File: src/rtl/fpu_wb_sched_if.sv
// Interface bundling the issue, writeback and hazard-query signals of fpu_wb_sched.
//   master : issue side / consumer (drives issue_*, flush, query_tag)
//   slave  : the scheduler itself (drives issue_ready, wb_*, slot_busy, inflight, query_busy)
interface fpu_wb_sched_if #(
  parameter int unsigned MAX_LAT = 8,
  parameter int unsigned LAT_W   = 4,
  parameter int unsigned TAG_W   = 6,
  parameter int unsigned UNIT_W  = 4
);
  logic                 issue_valid;
  logic [LAT_W-1:0]     issue_lat;
  logic [TAG_W-1:0]     issue_tag;
  logic [UNIT_W-1:0]    issue_unit;
  logic                 issue_ready;
  logic                 flush;
  logic                 wb_valid;
  logic [TAG_W-1:0]     wb_tag;
  logic [UNIT_W-1:0]    wb_unit;
  logic [MAX_LAT-2:0]   slot_busy;
  logic [LAT_W-1:0]     inflight;
  logic [TAG_W-1:0]     query_tag;
  logic                 query_busy;

  modport master (
    output issue_valid, issue_lat, issue_tag, issue_unit, flush, query_tag,
    input  issue_ready, wb_valid, wb_tag, wb_unit, slot_busy, inflight, query_busy
  );

  modport slave (
    input  issue_valid, issue_lat, issue_tag, issue_unit, flush, query_tag,
    output issue_ready, wb_valid, wb_tag, wb_unit, slot_busy, inflight, query_busy
  );
endinterface

File: src/rtl/fpu_wb_sched.sv
// Writeback scheduler for multi-cycle FPU units. Each accepted op reserves the single
// writeback slot of the cycle it completes in, using a shift-register reservation table
// T[1..MAX_LAT-1]; entry T[k] reaches the wb register after k edges.
// Ports:
//   clk  : clock, rising edge
//   rst  : asynchronous active-high reset
//   bus  : fpu_wb_sched_if.slave (issue handshake, flush, writeback, occupancy, RAW query)
module fpu_wb_sched #(
  parameter int unsigned MAX_LAT = 8,
  parameter int unsigned LAT_W   = 4,
  parameter int unsigned TAG_W   = 6,
  parameter int unsigned UNIT_W  = 4
) (
  input  logic           clk,
  input  logic           rst,
  fpu_wb_sched_if.slave  bus
);
  localparam int NE = int'(MAX_LAT) - 1;

  // Reservation table and writeback register
  logic [NE:1]        r_vld;
  logic [TAG_W-1:0]   r_tag  [NE:1];
  logic [UNIT_W-1:0]  r_unit [NE:1];
  logic               r_wb_valid;
  logic [TAG_W-1:0]   r_wb_tag;
  logic [UNIT_W-1:0]  r_wb_unit;
  logic [LAT_W-1:0]   r_inflight;

  logic [NE:1]        w_vld_nxt;
  logic [TAG_W-1:0]   w_tag_nxt  [NE:1];
  logic [UNIT_W-1:0]  w_unit_nxt [NE:1];
  logic               w_wb_valid_nxt;
  logic [TAG_W-1:0]   w_wb_tag_nxt;
  logic [UNIT_W-1:0]  w_wb_unit_nxt;
  logic [LAT_W-1:0]   w_inflight_nxt;

  logic               w_lat_ok;
  logic               w_slot_taken;
  logic               w_accept;
  logic               w_query_hit;

  // Issue admission: latency L lands in the cycle T[L] would write back, so T[L] must be
  // free. L == MAX_LAT has no matching entry and is always free.
  always_comb begin
    w_lat_ok     = (bus.issue_lat != '0) && (bus.issue_lat <= LAT_W'(MAX_LAT));
    w_slot_taken = 1'b0;
    for (int k = 1; k <= NE; k++) begin
      if (bus.issue_lat == LAT_W'(k) && r_vld[k]) w_slot_taken = 1'b1;
    end
  end

  assign bus.issue_ready = !bus.flush && w_lat_ok && !w_slot_taken;
  assign w_accept        = bus.issue_valid && bus.issue_ready;

  always_comb begin
    // Shift toward the wb register
    for (int k = 1; k < NE; k++) begin
      w_vld_nxt[k]  = r_vld[k+1];
      w_tag_nxt[k]  = r_tag[k+1];
      w_unit_nxt[k] = r_unit[k+1];
    end
    w_vld_nxt[NE]  = 1'b0;
    w_tag_nxt[NE]  = '0;
    w_unit_nxt[NE] = '0;

    w_wb_valid_nxt = r_vld[1];
    w_wb_tag_nxt   = r_tag[1];
    w_wb_unit_nxt  = r_unit[1];

    // The targeted entry is known empty, so the new op simply overrides the shift.
    if (w_accept) begin
      if (bus.issue_lat == LAT_W'(1)) begin
        w_wb_valid_nxt = 1'b1;
        w_wb_tag_nxt   = bus.issue_tag;
        w_wb_unit_nxt  = bus.issue_unit;
      end else begin
        for (int k = 1; k <= NE; k++) begin
          if (bus.issue_lat == LAT_W'(k + 1)) begin
            w_vld_nxt[k]  = 1'b1;
            w_tag_nxt[k]  = bus.issue_tag;
            w_unit_nxt[k] = bus.issue_unit;
          end
        end
      end
    end

    w_inflight_nxt = r_inflight + LAT_W'(w_accept) - LAT_W'(r_wb_valid);

    if (bus.flush) begin
      w_vld_nxt      = '0;
      w_wb_valid_nxt = 1'b0;
      w_wb_tag_nxt   = '0;
      w_wb_unit_nxt  = '0;
      w_inflight_nxt = '0;
    end
  end

  always_ff @(posedge clk or posedge rst) begin
    if (rst) begin
      r_vld      <= '0;
      r_tag      <= '{default: '0};
      r_unit     <= '{default: '0};
      r_wb_valid <= 1'b0;
      r_wb_tag   <= '0;
      r_wb_unit  <= '0;
      r_inflight <= '0;
    end else begin
      r_vld      <= w_vld_nxt;
      r_tag      <= w_tag_nxt;
      r_unit     <= w_unit_nxt;
      r_wb_valid <= w_wb_valid_nxt;
      r_wb_tag   <= w_wb_tag_nxt;
      r_wb_unit  <= w_wb_unit_nxt;
      r_inflight <= w_inflight_nxt;
    end
  end

  // RAW lookup covers T only; the wb register result is written this cycle.
  always_comb begin
    w_query_hit = 1'b0;
    for (int k = 1; k <= NE; k++) begin
      if (r_vld[k] && r_tag[k] == bus.query_tag) w_query_hit = 1'b1;
    end
  end

  assign bus.query_busy = (bus.query_tag != '0) && w_query_hit;
  assign bus.wb_valid   = r_wb_valid;
  assign bus.wb_tag     = r_wb_tag;
  assign bus.wb_unit    = r_wb_unit;
  assign bus.slot_busy  = r_vld;
  assign bus.inflight   = r_inflight;
endmodule

File: src/flat_wrapper.sv
// flat-port wrapper written by rule: the top's interface ports become plain ports
module fpu_wb_sched_flat 
#(
  parameter int unsigned MAX_LAT = 8,
  parameter int unsigned LAT_W   = 4,
  parameter int unsigned TAG_W   = 6,
  parameter int unsigned UNIT_W  = 4
)
  (clk, rst, bus_issue_valid, bus_issue_lat, bus_issue_tag, bus_issue_unit, bus_flush, bus_query_tag, bus_issue_ready, bus_wb_valid, bus_wb_tag, bus_wb_unit, bus_slot_busy, bus_inflight, bus_query_busy);
  fpu_wb_sched_if #(.MAX_LAT(MAX_LAT), .LAT_W(LAT_W), .TAG_W(TAG_W), .UNIT_W(UNIT_W)) bus_i ();
  input  logic clk;
  input  logic rst;
  input wire logic [$bits(bus_i.issue_valid)-1:0] bus_issue_valid;
  input wire logic [$bits(bus_i.issue_lat)-1:0] bus_issue_lat;
  input wire logic [$bits(bus_i.issue_tag)-1:0] bus_issue_tag;
  input wire logic [$bits(bus_i.issue_unit)-1:0] bus_issue_unit;
  input wire logic [$bits(bus_i.flush)-1:0] bus_flush;
  input wire logic [$bits(bus_i.query_tag)-1:0] bus_query_tag;
  output wire logic [$bits(bus_i.issue_ready)-1:0] bus_issue_ready;
  output wire logic [$bits(bus_i.wb_valid)-1:0] bus_wb_valid;
  output wire logic [$bits(bus_i.wb_tag)-1:0] bus_wb_tag;
  output wire logic [$bits(bus_i.wb_unit)-1:0] bus_wb_unit;
  output wire logic [$bits(bus_i.slot_busy)-1:0] bus_slot_busy;
  output wire logic [$bits(bus_i.inflight)-1:0] bus_inflight;
  output wire logic [$bits(bus_i.query_busy)-1:0] bus_query_busy;
  assign bus_i.issue_valid = bus_issue_valid;
  assign bus_i.issue_lat = bus_issue_lat;
  assign bus_i.issue_tag = bus_issue_tag;
  assign bus_i.issue_unit = bus_issue_unit;
  assign bus_i.flush = bus_flush;
  assign bus_i.query_tag = bus_query_tag;
  assign bus_issue_ready = bus_i.issue_ready;
  assign bus_wb_valid = bus_i.wb_valid;
  assign bus_wb_tag = bus_i.wb_tag;
  assign bus_wb_unit = bus_i.wb_unit;
  assign bus_slot_busy = bus_i.slot_busy;
  assign bus_inflight = bus_i.inflight;
  assign bus_query_busy = bus_i.query_busy;
  fpu_wb_sched #(.MAX_LAT(MAX_LAT), .LAT_W(LAT_W), .TAG_W(TAG_W), .UNIT_W(UNIT_W)) u_core (.clk(clk), .rst(rst), .bus(bus_i));
endmodule
File: config.mk
export PLATFORM = sky130hd
export DESIGN_NAME = fpu_wb_sched_flat
export DESIGN_NICKNAME = d
export VERILOG_FILES = /design/src/rtl/fpu_wb_sched_if.sv /design/src/rtl/fpu_wb_sched.sv /design/src/flat_wrapper.sv
export SDC_FILE = /design/constraint.sdc
export NUM_CORES = 1
export LEC_CHECK = 0
export CAP_MARGIN = 15
export CORE_ASPECT_RATIO = 1.2
export CORE_MARGIN = 3
export CORE_UTILIZATION = 33
export DETAILED_ROUTE_END_ITERATION = 7
export PLACE_DENSITY = 0.55
export SYNTH_ARGS = -nofsm -noshare
export SYNTH_HDL_FRONTEND = slang
export SYNTH_SLANG_ARGS = --single-unit
File: constraint.sdc
create_clock -name clk -period 5 [get_ports clk]
set_input_delay 0.75 -clock clk [delete_from_list [all_inputs] [get_ports clk]]
set_output_delay 0.75 -clock clk [all_outputs]
set_load 0.02 [all_outputs]
==> flow_summary.ini <==
[yosys]
synth_area_leaders = sky130_fd_sc_hd__dfrtp_1 54%, sky130_fd_sc_hd__mux2_2 13%, sky130_fd_sc_hd__xnor2_1 4.8%
netlist_instances = 325
synthesis.nets = 354
synthDistinctLibCells = 41
synth_most_common_cell = sky130_fd_sc_hd__dfrtp_1
synth-edff-count = 0
mappedNetlistArea_sq_um = 4230
ys_top_cells_by_count = 92 x sky130_fd_sc_hd__dfrtp_1, 48 x sky130_fd_sc_hd__mux2_2, 23 x sky130_fd_sc_hd__xnor2_1
synth_seq_cells = 92
synth.top_cell.area_share = 0.544
register_area_share_after_synthesis = 0.544
ys_async_sr_fraction = 1.00
synthesis.yosys.warnings = 0
netlist.top_cell.by_area = sky130_fd_sc_hd__dfrtp_1
synthFlopType = sky130_fd_sc_hd__dfrtp_1
post_synth.cell_area_avg_sq_um = 13.0

[place]
routabilityCongestion = 0.801
hpwlAfterDp_microns = 6280
place.port_buffers = 47

[setup_path]
worstReg2RegStart = u_core.bus.slot_busy[2]
startpoint_type = primary input
crit-reg2reg-capture = u_core.bus.inflight[2]
worst-r2r-setup-slack_ns = 2.66
worstPathRequired_ns = 4.25
path_class = primary input to output pin
critical_path.max_fanout = 8
end_kind = output pin
worst-r2r-cell-count = 9
crit_arrival_ns = 3.00

[global_routing]
grt_pass1_vias = 2687
gr-total-overflow = 0
antenna_violations_before_repair = 0
grtUsageTotal = 0.140
grt_start_max_net_pins = 59
grt_pass1_wl_microns = 14900

[routing]
via_count = 2545
route.detailed.drc = 0
drtPass1Iterations = 4
avgRoutedWirePerCell_microns = 16.8
dr.first_iter.drc_count = 95
ant_nets = 0
vias_per_cell = 4.76
finalWirelength_microns = 9000

[pwr]
power.ir.vdd_worst_v = 0.000138
post-layout-total-power_w = 0.00163
power_density_nw_per_um2 = 316
power.leakage_nw = 2.49

[status]
run_status = finished clean

[final_layout]
antenna_cells = 0
multi_input_area_sq_um = 1780
filler_cell_count = 1185
seqCellArea_sq_um = 2300
drive_gt1_frac = 0.225
finalNetCount = 399
synthToLayoutAreaGrowth_pct = 22.0
final_core_util = 0.419

[hold_path]
hold_path.class = flop to flop
worstHoldStart = u_core.r_unit[11]
min_path_cells = 1
hold_end = u_core.r_unit[7]

[job]
maxCapViolCount = 0

[floorplanning]
chipWidth_microns = 109
start_util = 0.343
top_level_ports = 48
chipHeight_microns = 130
core-area_sq_um = 12300
row_count = 44
die_area_sq_um = 14200

[cts]
tritoncts_num_sinks = 92
ctsHoldBuffers = 0
post_cts_buffers = 0
clock_tree_from_tritoncts = done
cts_resized = 0
cts.root.buffer_cell = sky130_fd_sc_hd__clkbuf_16
clkSlewWorstSetupHoldPaths_ns = 0.06
clk_latency_ns = 0.34
numCtsBuffers = 9
ctsLongestPathBuffers = 2
cts-htree-levels = 3

[sta]
hold_viol = 0
drv_slew = 0
worst_pin_slew_ns = 0.840
finalCritPeriodShare = 0.751
setup-tns-final_ns = 0
worst_setup_skew_after_layout_ns = 0.00812
rsz_0062_raised_after_global_routing = false
setup_viol_count_final = 0
min_period_ns = 3.75
slew-limit-headroom = 0.438
clock.fmax_mhz = 266
-- cell usage in the layout, fill, tap and decap left out, drive strengths merged, types with 4 or more instances in the layout --
master	netlist	final
nor4	10	10
nand3b	5	5
nand4	8	8
dfrtp	92	92
ha	4	4
xor2	22	22
xnor2	23	23
mux2i	10	10
buf	8	4
mux2	60	60
nor2	14	14
inv	13	13
and2	11	11
clkdlybuf4s50	0	47
nand2	4	4
clkbuf	9	10
a21oi	10	10
-- flip-flops by register name, summed over array words and instances, names as in the netlist --
register,cells
u_core.bus.slot_busy,7
u_core.bus.wb_tag,6
u_core.r_unit,28
u_core.bus.wb_valid,1
u_core.r_tag,42
u_core.bus.wb_unit,4
u_core.bus.inflight,4
-- through the flow --
| step | instance area (sq um) | setup WS [ns] | std cells | hold slack [ns] |
|---|---|---|---|---|
| after floorplan | 4230 | 1.86 | 325 | 0.439 |
| after global placement | 4830 | 1.20 | 519 | 0.448 |
| after detailed placement | 4830 | 1.22 | 519 | 0.453 |
| after CTS | 5140 | 1.20 | 534 | 0.468 |
| after global routing | 5160 | 1.10 | 535 | 0.487 |
| final | 5160 | 1.25 | 535 | 0.466 |
-- worst max-delay path, stage by stage --
cell	delay [ns]
sky130_fd_sc_hd__clkdlybuf4s50_1	0.64
sky130_fd_sc_hd__xnor2_1	0.33
sky130_fd_sc_hd__nand4_1	0.12
sky130_fd_sc_hd__nor4_1	0.25
sky130_fd_sc_hd__nor4_1	0.09
sky130_fd_sc_hd__a21oi_1	0.19
sky130_fd_sc_hd__clkdlybuf4s50_1	0.63
-- layout make-up --
cell class,count,area share
Clock inverter,5,0.0165
Clock buffer,10,0.0444
Sequential cell,92,0.446
Timing Repair Buffer,51,0.0994
Multi-Input combinational cell,203,0.345
Tap cell,161,0.0390
Inverter,13,0.00970
-- report_power, final --
part	internal (W)	switching, W
Sequential	0.000763	0.0000111
Clock	0.000438	0.000276
Combinational	0.0000670	0.0000759
Total	0.00127	0.000363
-- routing by layer --
layer	share of wire	GRT usage	vias up
met2	0.49	0.224	56
met1	0.45	0.184	1275
met4	0.025	0.0675	0
met5	0	0	-
li1	-	-	1202
met3	0.039	0.0223	12
-- worst max-delay path by stage --
| stage | start | end | slack, ns | cells past startpoint |
|---|---|---|---|---|
| floorplan | rst | u_core.bus.inflight[0] | 1.86 | 1 |
| global placement | bus_query_tag[1] | bus_query_busy | 1.20 | 7 |
| detailed placement | bus_query_tag[1] | bus_query_busy | 1.22 | 7 |
| CTS | bus_query_tag[1] | bus_query_busy | 1.20 | 7 |
| global route | bus_issue_lat[1] | bus_issue_ready | 1.10 | 6 |
| finish | bus_query_tag[1] | bus_query_busy | 1.25 | 7 |
-- cells by family after synthesis --
| family | count (synthesis) | synth area share |
|---|---|---|
| flip-flops | 92 | 0.544 |
| multiplexers | 70 | 0.191 |
| AND/OR/NAND/NOR | 67 | 0.0950 |
| XOR/XNOR | 45 | 0.0932 |
| buffers and inverters | 30 | 0.0346 |
| AO/OA/AOI/OAI | 16 | 0.0249 |
| adder cells (fa/ha/maj) | 5 | 0.0166 |
(Power assumes the default switching activity.)
==> RTL change: new RTL, config.mk and constraints unchanged <==
Take the reset off `r_wb_tag` and load it in a clocked block of its own.
--- a/src/rtl/fpu_wb_sched.sv
+++ b/src/rtl/fpu_wb_sched.sv
@@ -101,7 +101,6 @@
       r_tag      <= '{default: '0};
       r_unit     <= '{default: '0};
       r_wb_valid <= 1'b0;
-      r_wb_tag   <= '0;
       r_wb_unit  <= '0;
       r_inflight <= '0;
     end else begin
@@ -109,10 +108,13 @@
       r_tag      <= w_tag_nxt;
       r_unit     <= w_unit_nxt;
       r_wb_valid <= w_wb_valid_nxt;
-      r_wb_tag   <= w_wb_tag_nxt;
       r_wb_unit  <= w_wb_unit_nxt;
       r_inflight <= w_inflight_nxt;
     end
+  end
+
+  always_ff @(posedge clk) begin
+    r_wb_tag <= w_wb_tag_nxt;
   end
 
   // RAW lookup covers T only; the wb register result is written this cycle.
Function: changed (a bounded check fails within 4 cycles, from zero or initial values and one cycle with rst high).
==> RTL change against the original RTL <==
Final area shrank 1.7%; power shrank 5.6%; setup slack gained 22 ps; register-to-register slack gained 20 ps; cell count is the same; sequential cell count is the same; wire length grew 3.6%; utilization shrank 0.53 points; area after synthesis shrank 0.71%; critical path depth is the same.
==> RTL change: results (changes against the original RTL) <==
post-CTS setup buffer count 0 (unchanged); fin nets 398 (-0.25%); Worst EP arrival 2980 ps (-20 ps); Main synth FF type dfrtp_1; min-delay src u_core.r_unit[11]; first-pass GRT wire length 15.0 mm (+0.64%); reg-to-reg critical path endpoint u_core.bus.inflight[2]; main area contributors after synthesis dfrtp_1 51%, mux2_2 13%, xnor2_1 4.8%; maximum fanout along the worst path 8 (unchanged); Syn Nets 354 (unchanged); CP delay by family, top buffers and inverters; CP peak stage delay 730 ps (+90 ps); hold path depth 1 (unchanged); register area share after synthesis 0.541 (-0.00326); Num CTS Buffers 9 (unchanged); Iter 0 DRT Violations 69 (-27%); Vias 2573 (+1.1%); worst reg2reg path depth 9 (unchanged); Lkg Pwr 2.43 nW (-2.4%); post-CTS sizing 0 (unchanged); antenna violations before repair 0 (unchanged); Worst-path clk slew 60 ps (about the same); drt first pass iters 6 (+2); Port Buffers 47 (unchanged); Total Routing Usage GR 0.143 (+0.00322); pin count of the biggest net entering global routing 52 (-12%); synth cell count leaders 86 x dfrtp_1, 48 x mux2_2, 23 x xnor2_1; r2r setup slk 2680 ps (+20 ps); number of distinct library cells after synthesis 42 (+2.4%); CTS Root Cell clkbuf_16; Clk Latency, worst-skew pair 340 ps (about the same); Worst Hold Class flop to flop; vias in the first global route 2664 (-0.86%); final wirelength 9.33 mm (+3.6%); Reg with most FFs u_core.r_tag; fillcell total 1174 (-0.93%); VDD IR max 0.122 mV (-12%); Sw Ratio 0.243 (+0.0203); ANT cells 0 (unchanged); status finished clean; asr flop ratio synth 0.935 (-0.0652); dpl hpwl 6.43 mm (+2.5%); Worst Clk Skew 7.08 ps (-1.04 ps); Reg2Reg Launch Point u_core.bus.slot_busy[2]; Final GP Congestion 0.938 (+17%); Worst Max-Slew Pin Slew 912 ps (+71.8 ps); Slowest-stage cell, CP clkdlybuf4s50_1; clk buf depth 2 (unchanged); Largest register FFs 42 (unchanged); share of cells above drive strength 1 0.227 (+0.00267); H-Tree Depth 3 (unchanged)
[RTL change: cell count changes after synthesis, sizes merged]
| cell | unedited run | this run |
|---|---|---|
| dfrtp | 92 | 86 |
| dfxtp | 0 | 6 |
[RTL change: layer usage]
| layer | vias up | wire length (µm) | GRT usage |
|---|---|---|---|
| met4 | 0 | 288 | 0.0713 |
| met1 | 1307 | 4250 | 0.187 |
| met5 | - | 0 | 0 |
| met3 | 15 | 414 | 0.0319 |
| met2 | 55 | 4370 | 0.223 |
| li1 | 1196 | - | - |
[RTL change: logic make-up after synthesis]
family | Yosys count | synth area share
compound gates | 16 | 0.0250
fa+ha+maj | 5 | 0.0167
xor+xnor | 45 | 0.0939
flops | 92 | 0.541
mux | 70 | 0.193
simple gates | 67 | 0.0957
buf+inv | 30 | 0.0349
[RTL change: worst max-delay path by stage]
stage	start	end	cells after the start
final	bus_query_tag[2]	bus_query_busy	7
after global routing	bus_query_tag[2]	bus_query_busy	7
after CTS	bus_query_tag[2]	bus_query_busy	7
after detailed placement	bus_query_tag[2]	bus_query_busy	7
after global placement	bus_query_tag[2]	bus_query_busy	7
after floorplan	bus_issue_lat[1]	u_core.bus.inflight[1]	9
[RTL change: stage by stage]
stage                      util  hold slack (ps)  area (µm²)  worst slack, ps  cells
after floorplan               -              439        4200             1870    325
after global placement    0.391              446        4800             1250    519
after CTS                 0.413              472        5070             1210    535
final                     0.413              464        5070             1270    535
after detailed placement  0.391              457        4800             1230    519
after global routing      0.413              491        5070             1080    535
[RTL change: area by class of cell]
cell class                 instances  area (µm²)  share of cell area
sequential                        92        2270               0.448
clock inverter                     7        51.3              0.0101
inverter                          13        50.0             0.00986
timing repair buffer              50         493              0.0972
clock buffer                       9         225              0.0444
tap                              161         201              0.0397
multi-input combinational        203        1780               0.351
[RTL change: worst register-to-register path, delay by kind of cell (launching register included)]
family	cells	cell delay, ps
adder cells (fa/ha/maj)	2	640
AND/OR/NAND/NOR	4	690
buffers and inverters	1	70
flip-flops	1	390
AO/OA/AOI/OAI	1	240
XOR/XNOR	1	160
[RTL change: power by group through the flow]
stage	sequential, mW	clock [mW]	combinational (mW)
after floorplan	0.792	0	0.0770
after global placement	0.787	0	0.144
after detailed placement	0.787	0	0.144
after CTS	0.773	0.644	0.145
after global routing	0.774	0.671	0.157
final	0.773	0.624	0.142
